[config.mk]
export PLATFORM = sky130hd
export DESIGN_NAME = stoch_stream_ctrl_flat
export DESIGN_NICKNAME = d
export VERILOG_FILES = /design/src/rtl/stoch_stream_if.sv /design/src/rtl/stoch_stream_ctrl.sv /design/src/flat_wrapper.sv
export SDC_FILE = /design/constraint.sdc
export NUM_CORES = 1
export LEC_CHECK = 0
export ABC_AREA = 1
export CAP_MARGIN = 10
export CORE_ASPECT_RATIO = 0.8
export CORE_UTILIZATION = 50
export DETAILED_ROUTE_END_ITERATION = 10
export PLACE_DENSITY_LB_ADDON = 0.12
export SETUP_SLACK_MARGIN = 0.5
export SLEW_MARGIN = 20
export SYNTH_ARGS = -nofsm -noshare
export SYNTH_HDL_FRONTEND = slang
export SYNTH_SLANG_ARGS = --single-unit
[constraint.sdc]
create_clock -name CLK -period 5.95 [get_ports CLK]
set_input_delay 1.4875 -clock CLK [delete_from_list [all_inputs] [get_ports CLK]]
set_output_delay 1.4875 -clock CLK [all_outputs]
set_load 0.01 [all_outputs]
[src/rtl/stoch_stream_if.sv]
// stoch_stream_if: control, LFSR-bank and result-stream signals of the stochastic stream sequencer.
// The master side is the layer controller plus datapath; the slave side is the sequencer.
interface stoch_stream_if #(
   parameter int N_LFSR = 4,
   parameter int CW     = 9
);
   logic                  START;
   logic                  ABORT;
   logic [CW-1:0]         LEN;
   logic [15:0]           SEED_IN;
   logic                  BIT_IN;
   logic                  LFSR_RST;
   logic                  LFSR_TRIG;
   logic [16*N_LFSR-1:0]  SEED_OUT;
   logic                  BUSY;
   logic                  DONE;
   logic [CW-1:0]         COUNT_OUT;
   modport master (
      output START, ABORT, LEN, SEED_IN, BIT_IN,
      input  LFSR_RST, LFSR_TRIG, SEED_OUT, BUSY, DONE, COUNT_OUT
   );
   modport slave (
      input  START, ABORT, LEN, SEED_IN, BIT_IN,
      output LFSR_RST, LFSR_TRIG, SEED_OUT, BUSY, DONE, COUNT_OUT
   );
endinterface

[src/rtl/stoch_stream_ctrl.sv]
// stoch_stream_ctrl: seeds an LFSR bank, steps it LEN times and counts the 1s on the returned bitstream.
// Every output is a flop, so LFSR_RST/LFSR_TRIG are glitch-free strobes.
module stoch_stream_ctrl #(
   parameter int N_LFSR = 4,
   parameter int CW     = 9
) (
   input logic           CLK,
   input logic           RESET,
   stoch_stream_if.slave bus
);
   typedef enum logic [2:0] {IDLE, LOAD0, LOAD1, RUN_H, RUN_L, FIN} state_t;
   state_t               state_q;
   logic [CW-1:0]        len_q, step_q, ones_q, count_q;
   logic [CW-1:0]        step_d, ones_d;
   logic [16*N_LFSR-1:0] seed_q, seed_d;
   logic                 rst_q, trig_q, busy_q, done_q;
   // Lane k: base seed rotated left by 4k, decorrelated by a k-multiple of 16'h1D0F; zero is never allowed.
   for (genvar k = 0; k < N_LFSR; k++) begin : g_seed
      localparam int          R = (4 * k) % 16;
      localparam logic [15:0] M = 16'(32'h1D0F * k);
      logic [31:0] rot;
      logic [15:0] s;
      assign rot = {bus.SEED_IN, bus.SEED_IN} << R;
      assign s   = rot[31:16] ^ M;
      assign seed_d[16*k +: 16] = (s == 16'h0) ? 16'hACE1 : s;
   end
   assign step_d = step_q + CW'(1);
   assign ones_d = ones_q + CW'(bus.BIT_IN);
   always_ff @(posedge CLK or posedge RESET) begin
      if (RESET) begin
         state_q <= IDLE;
         len_q   <= '0;
         step_q  <= '0;
         ones_q  <= '0;
         count_q <= '0;
         seed_q  <= {N_LFSR{16'hACE1}};
         rst_q   <= 1'b0;
         trig_q  <= 1'b0;
         busy_q  <= 1'b0;
         done_q  <= 1'b0;
      end else if (bus.ABORT) begin
         state_q <= IDLE;
         rst_q   <= 1'b0;
         trig_q  <= 1'b0;
         busy_q  <= 1'b0;
         done_q  <= 1'b0;
      end else begin
         case (state_q)
            IDLE: if (bus.START) begin
               state_q <= LOAD0;
               len_q   <= bus.LEN;
               seed_q  <= seed_d;
               step_q  <= '0;
               ones_q  <= '0;
               rst_q   <= 1'b1;
               busy_q  <= 1'b1;
            end
            LOAD0: state_q <= LOAD1;
            LOAD1: begin
               rst_q   <= 1'b0;
               state_q <= (len_q == '0) ? FIN : RUN_H;
               trig_q  <= (len_q != '0);
               done_q  <= (len_q == '0);
               if (len_q == '0) count_q <= ones_q;
            end
            RUN_H: begin
               state_q <= RUN_L;
               trig_q  <= 1'b0;
            end
            RUN_L: begin
               ones_q  <= ones_d;
               step_q  <= step_d;
               state_q <= (step_d == len_q) ? FIN : RUN_H;
               trig_q  <= (step_d != len_q);
               done_q  <= (step_d == len_q);
               if (step_d == len_q) count_q <= ones_d;
            end
            FIN: begin
               state_q <= IDLE;
               done_q  <= 1'b0;
               busy_q  <= 1'b0;
            end
            default: state_q <= IDLE;
         endcase
      end
   end
   assign bus.LFSR_RST  = rst_q;
   assign bus.LFSR_TRIG = trig_q;
   assign bus.SEED_OUT  = seed_q;
   assign bus.BUSY      = busy_q;
   assign bus.DONE      = done_q;
   assign bus.COUNT_OUT = count_q;
endmodule

[src/flat_wrapper.sv]
// flat-port wrapper written by rule: the top's interface ports become plain ports
module stoch_stream_ctrl_flat 
#(
   parameter int N_LFSR = 4,
   parameter int CW     = 9
)
  (CLK, RESET, bus_START, bus_ABORT, bus_LEN, bus_SEED_IN, bus_BIT_IN, bus_LFSR_RST, bus_LFSR_TRIG, bus_SEED_OUT, bus_BUSY, bus_DONE, bus_COUNT_OUT);
  stoch_stream_if #(.N_LFSR(N_LFSR), .CW(CW)) bus_i ();
  input logic CLK;
  input logic RESET;
  input wire logic [$bits(bus_i.START)-1:0] bus_START;
  input wire logic [$bits(bus_i.ABORT)-1:0] bus_ABORT;
  input wire logic [$bits(bus_i.LEN)-1:0] bus_LEN;
  input wire logic [$bits(bus_i.SEED_IN)-1:0] bus_SEED_IN;
  input wire logic [$bits(bus_i.BIT_IN)-1:0] bus_BIT_IN;
  output wire logic [$bits(bus_i.LFSR_RST)-1:0] bus_LFSR_RST;
  output wire logic [$bits(bus_i.LFSR_TRIG)-1:0] bus_LFSR_TRIG;
  output wire logic [$bits(bus_i.SEED_OUT)-1:0] bus_SEED_OUT;
  output wire logic [$bits(bus_i.BUSY)-1:0] bus_BUSY;
  output wire logic [$bits(bus_i.DONE)-1:0] bus_DONE;
  output wire logic [$bits(bus_i.COUNT_OUT)-1:0] bus_COUNT_OUT;
  assign bus_i.START = bus_START;
  assign bus_i.ABORT = bus_ABORT;
  assign bus_i.LEN = bus_LEN;
  assign bus_i.SEED_IN = bus_SEED_IN;
  assign bus_i.BIT_IN = bus_BIT_IN;
  assign bus_LFSR_RST = bus_i.LFSR_RST;
  assign bus_LFSR_TRIG = bus_i.LFSR_TRIG;
  assign bus_SEED_OUT = bus_i.SEED_OUT;
  assign bus_BUSY = bus_i.BUSY;
  assign bus_DONE = bus_i.DONE;
  assign bus_COUNT_OUT = bus_i.COUNT_OUT;
  stoch_stream_ctrl #(.N_LFSR(N_LFSR), .CW(CW)) u_core (.CLK(CLK), .RESET(RESET), .bus(bus_i));
endmodule
# Word-level counts from Yosys, hierarchy flattened

Index checks and enable logic that the tools add are counted.

Bits in registers: 107
Output and inout port bits: 77
Word-level logic and storage cells: 69

$add $sub $neg: 2
Equal/unequal tests: 11
Mux-type cells: 24
Bitwise logic cells: 4
Reduce and logical (&&, ||, !) cells: 18

Operators with widths:

| operator                                       | number |
|---|---|
| zero test 16 bit                               | 4 |
| 2-to-1 mux 16 bit                              | 4 |
| case mux 9 bit (2 select lines)                | 3 |
| 2-to-1 mux 9 bit                               | 3 |
| NOT 8 bit                                      | 2 |
| case mux 3 bit (5 select lines)                | 1 |
| 2-to-1 mux 3 bit                               | 4 |
| adder 9 x 1 -> 9 bit                           | 1 |
| adder 9 x 1 -> 9 bit (second input constant)   | 1 |
| == test 9 bit                                  | 1 |
| zero test 9 bit                                | 1 |
| != test 9 bit                                  | 1 |
| NOT 9 bit                                      | 1 |
| nonzero test 9 bit                             | 1 |
| nonzero test 4 bit                             | 2 |
| == test 3 x 2 -> 1 bit (second input constant) | 2 |
| == test 3 bit (second input constant)          | 2 |
| case mux 1 bit (3 select lines)                | 2 |
| AND reduction 3 bit                            | 2 |
| nonzero test 3 bit                             | 2 |
| 2-to-1 mux 1 bit                               | 5 |
| != test 2 x 1 -> 1 bit (second input constant) | 2 |
| case mux 1 bit (2 select lines)                | 2 |
| AND reduction 2 bit                            | 2 |
| other kinds (7)                                | 8 |

# Depth between registers and ports, before layout

Word-level depth: 5
Depth in mapped cells: 15

# Worst setup path before layout

Ideal clock, no wire load.

Kind: input to register
From: input port bus_BIT_IN
To: register u_core.count_q[8], in the netlist u_core.bus.COUNT_OUT[8]
Setup time: 117 ps
Arrival: 2544 ps
Path slack: 3288 ps
Stages on the path: 9
Path through: ha_1 > ha_1 > nand3_1 > nor2_1 > nand4_1 > o21ai_0 > o21ai_0 > nand4_1 > nand2_1

Cells in the longest elaborated chain, start to end: 3

RTL lines:

| element                         | line                    | source |
|---|---|---|
| start: declaration              | flat_wrapper.sv:15      | `input wire logic [$bits(bus_i.BIT_IN)-1:0] bus_BIT_IN;` |
| adder 9 x 1 -> 9 bit            | stoch_stream_ctrl.sv:28 | `assign ones_d = ones_q + CW'(bus.BIT_IN);` |
| 2-to-1 mux 9 bit                | stoch_stream_ctrl.sv:76 | `if (step_d == len_q) count_q <= ones_d;` |
| case mux 9 bit (2 select lines) | stoch_stream_ctrl.sv:48 | `case (state_q)` |
| end signal: assignment          | stoch_stream_ctrl.sv:64 | `if (len_q == '0) count_q <= ones_q;` |
| end signal: assignment          | stoch_stream_ctrl.sv:76 |  |
| end: declaration                | stoch_stream_ctrl.sv:13 | `logic [CW-1:0] len_q, step_q, ones_q, count_q;` |

Every way passes these cells. The select of a mux whose other input is x is not followed.
A chain may end at the register's enable or synchronous reset.

# Worst setup path in the final report

From: input port bus_ABORT
To: register u_core.seed_q[58], in the netlist u_core.bus.SEED_OUT[58]

Cells in the longest elaborated chain, start to end: 2

RTL lines:

| element                       | line                    | source |
|---|---|---|
| start: declaration            | flat_wrapper.sv:12      | `input wire logic [$bits(bus_i.ABORT)-1:0] bus_ABORT;` |
| NOT 1 bit (no line)           | --                      |  |
| AND reduction 3 bit (no line) | --                      |  |
| end signal: assignment        | stoch_stream_ctrl.sv:36 | `seed_q <= {N_LFSR{16'hACE1}};` |
| end: declaration              | stoch_stream_ctrl.sv:15 | `logic [16*N_LFSR-1:0] seed_q, seed_d;` |

Every way passes these cells.

==> results.md <==
* Initial antenna violation count at 0
* Synth Instances at 593
* DIE AREA at 10,300 µm²
* Fmax at 284 MHz
* Number of DRC markers in iteration 0 at 271
* DP Cell Count at 818
* Crit path kind: primary input to flip-flop
* Synth top area share at 0.379
* Psw at 0.00114 W
* Largest net degree at the start of global routing at 75
* Antenna-violating nets left at 0
* Worst-path clk slew at 0.08 ns
* Seq cells post-synth at 107
* Clk_skew at 0.00758 ns
* Detailed-route DRC error count at 0
* # fillers at 822
* Register area share after synthesis at 0.549
* Pwr dens at 487 nW/µm²
* Synthesized area at 4950 µm²
* Post-synthesis cell type count at 33
* Most common cell type on the critical path: nand2_1
* CP Cell Sequence: clkdlybuf4s50_1 -> inv_2 -> nand2_1 -> o21ai_2 -> nor2_4 -> buf_4 -> nand2_1 -> nand3_1
* Max VDD drop at 244 µV
* Remaining Overflow, GRT at 0
* Vias per cell at 5.28
* Core area at 9650 µm²
* Status: finished, final reports clean
* Final Cycle Share at 0.592
* EDFF count, synth at 0
* Tmin final at 3.52 ns
* Port buffer count at 106
* Detailed-route wire length at 12,700 µm
* Global-route wire length before repair at 20,900 µm
* Worst slew margin at 0.396
* Post-CTS setup buffer count at 0
* CTS root buffer: clkbuf_16
* IO Count at 107
* Synth warn at 0
* Combinational power share at 0.407
* Pint at 0.00196 W
* Crit-path max FO at 39
* Max cap viols at 0
* Clock Sinks at 107
* Layout area overhead at 28.8%
* Worst-Skew Late Latency at 0.35 ns
* Die W at 113 µm
* Top routing layer in use: met4
* Yosys top cell by area: dfrtp_1
* Reg2Reg Setup Slack at 3.53 ns
* Placer Congestion at 0.903
* Row count at 32
* Worst EP arrival at 3.81 ns
* M1 WL at 5970 µm
* Net Count, Synth at 626
* Met3 WL at 867 µm
* Antenna diodes at 0
* Startpoint Class: primary input
* Share of cells above drive strength 1 at 0.113
* H-tree levels at 3
* Worst setup EP type: flip-flop
* Max stage delay on crit path at 0.68 ns
* CP max stage cell: clkdlybuf4s50_1
* Final Max Slew Viols at 0
* Synth Flop Type: dfrtp_1
* # setup viols final at 0
* Seq pwr share at 0.402
* Vias at 4,406
* Core Util, Final at 0.661
* FFs w/ async S/R, synth at 1.00
* TNS Setup at 0 ns
* CTS Buffer Depth at 2
* Leak Pwr at 2.89 nW
* Number of global-route vias before repair at 4,279
* Pre-antenna DRT Iters at 4
* Total power at 0.00310 W
* CTS tree: done
* Final Hold Fails at 0
* RSZ-0062 raised after global routing: false
* Total CTS buffers at 9
* CTS resizes at 0
* Clk pwr share at 0.191
* GR Util All Layers at 0.261
* Register area at 2720 µm²
* Fin nets at 726
* Met2 wire len at 5720 µm
* CP required at 6.24 ns
* Multi-input gate area at 1910 µm²
* Commonest non-fill, non-tap cell in the layout: nand2_1
* DPL Wire Length at 9100 µm
* Commonest non-fill, non-tap cells in the layout: nand2_1, clkdlybuf4s50_1, dfrtp_1
* Post-route insts no fill at 834
* Hold WC Path Type: flip-flop to flip-flop
* Area contributors post-synth: dfrtp_1, dfstp_2, nand2_1, nor2_1, nand3_1
* Net Sw Frac at 0.367
* Slew @ Worst Pin at 0.907 ns
* Starting density of the core at 0.513
* Die H at 91.0 µm
* WL per Instance at 15.2 µm
* CTS hold repair buffers at 0
* Avg Cell Area, Syn at 8.35 µm²
-- kinds of logic after synthesis --
family,count (synthesis),share of synthesized area
and+or+nand+nor,329,0.291
buffers and inverters,73,0.0645
AOI/OAI and AO/OA,81,0.0880
adders and majority gates,3,0.00758
DFF,107,0.549
-- cell usage after synthesis, types with 2 or more instances --
library cell / count
inv_2: 8
nor2_1: 57
a21oi_1: 20
nor2_4: 4
nand3_1: 40
clkbuf_1: 4
nor2_2: 9
o21ai_1: 11
nand3b_1: 3
ha_1: 3
nand2_1: 184
dfstp_2: 32
nor4_1: 5
o22ai_1: 4
a31oi_1: 7
o21ai_0: 34
buf_6: 3
buf_4: 2
dfrtp_1: 75
inv_1: 45
buf_2: 10
nor3_1: 5
nand4_1: 18
-- sequential cells by signal, summed over array words and instances (netlist names) --
name                  cells
u_core.bus.COUNT_OUT      9
u_core.len_q              9
u_core.bus.BUSY           1
u_core.state_q            3
u_core.bus.LFSR_RST       1
u_core.bus.DONE           1
u_core.step_q             9
u_core.bus.SEED_OUT      64
u_core.bus.LFSR_TRIG      1
u_core.ones_q             9
-- cell type report --
class / count / share of cell area
sequential: 107 / 0.426
timing repair buffer: 108 / 0.169
clock inverter: 7 / 0.0104
inverter: 54 / 0.0326
multi-input combinational: 413 / 0.300
tap: 136 / 0.0267
clock buffer: 9 / 0.0353
-- critical path, delay by kind of cell --
| family | cells | cell delay (ns) |
|---|---|---|
| buffers and inverters | 3 | 1.25 |
| AOI/OAI and AO/OA | 1 | 0.10 |
| and+or+nand+nor | 4 | 0.97 |
-- path summary, 6_finish.rpt --
| kind | from | to | cells after the start |
|---|---|---|---|
| hold / removal | u_core.bus.COUNT_OUT[7] | u_core.bus.COUNT_OUT[7] | 2 |
| hold reg to reg | u_core.bus.COUNT_OUT[7] | u_core.bus.COUNT_OUT[7] | 2 |
| setup / recovery | bus_ABORT | u_core.bus.SEED_OUT[58] | 8 |
| setup reg to reg | u_core.state_q[0] | u_core.bus.COUNT_OUT[4] | 8 |
| max in group asynchronous | RESET | u_core.bus.SEED_OUT[63] | 3 |
| min in group asynchronous | RESET | u_core.bus.COUNT_OUT[7] | 2 |
-- stage by stage --
stage          hold slack, ns  area [µm²]  setup WS, ns
2_1_floorplan           0.453        4950          1.70
3_3_place_gp            0.455        6080          2.14
3_5_place_dp            0.461        6080          2.03
4_1_cts                 0.479        6380          2.42
5_1_grt                 0.508        6380          2.29
6_report                0.472        6380          2.43
-- metal layers --
layer | vias to the layer above | track usage
met3 | 19 | 0.0628
li1 | 2140 | -
met4 | 0 | 0.0768
met1 | 2087 | 0.375
met5 | - | 0
met2 | 160 | 0.395
-- power by group through the flow --
stage | Sequential (W) | Clock [W] | Combinational [W]
floorplan | 0.00134 | 0 | 0.000572
global placement | 0.00125 | 0 | 0.00124
detailed placement | 0.00125 | 0 | 0.00127
CTS | 0.00125 | 0.000602 | 0.00127
global route | 0.00128 | 0.000632 | 0.00139
finish | 0.00125 | 0.000592 | 0.00126
(Power assumes the default switching activity.)
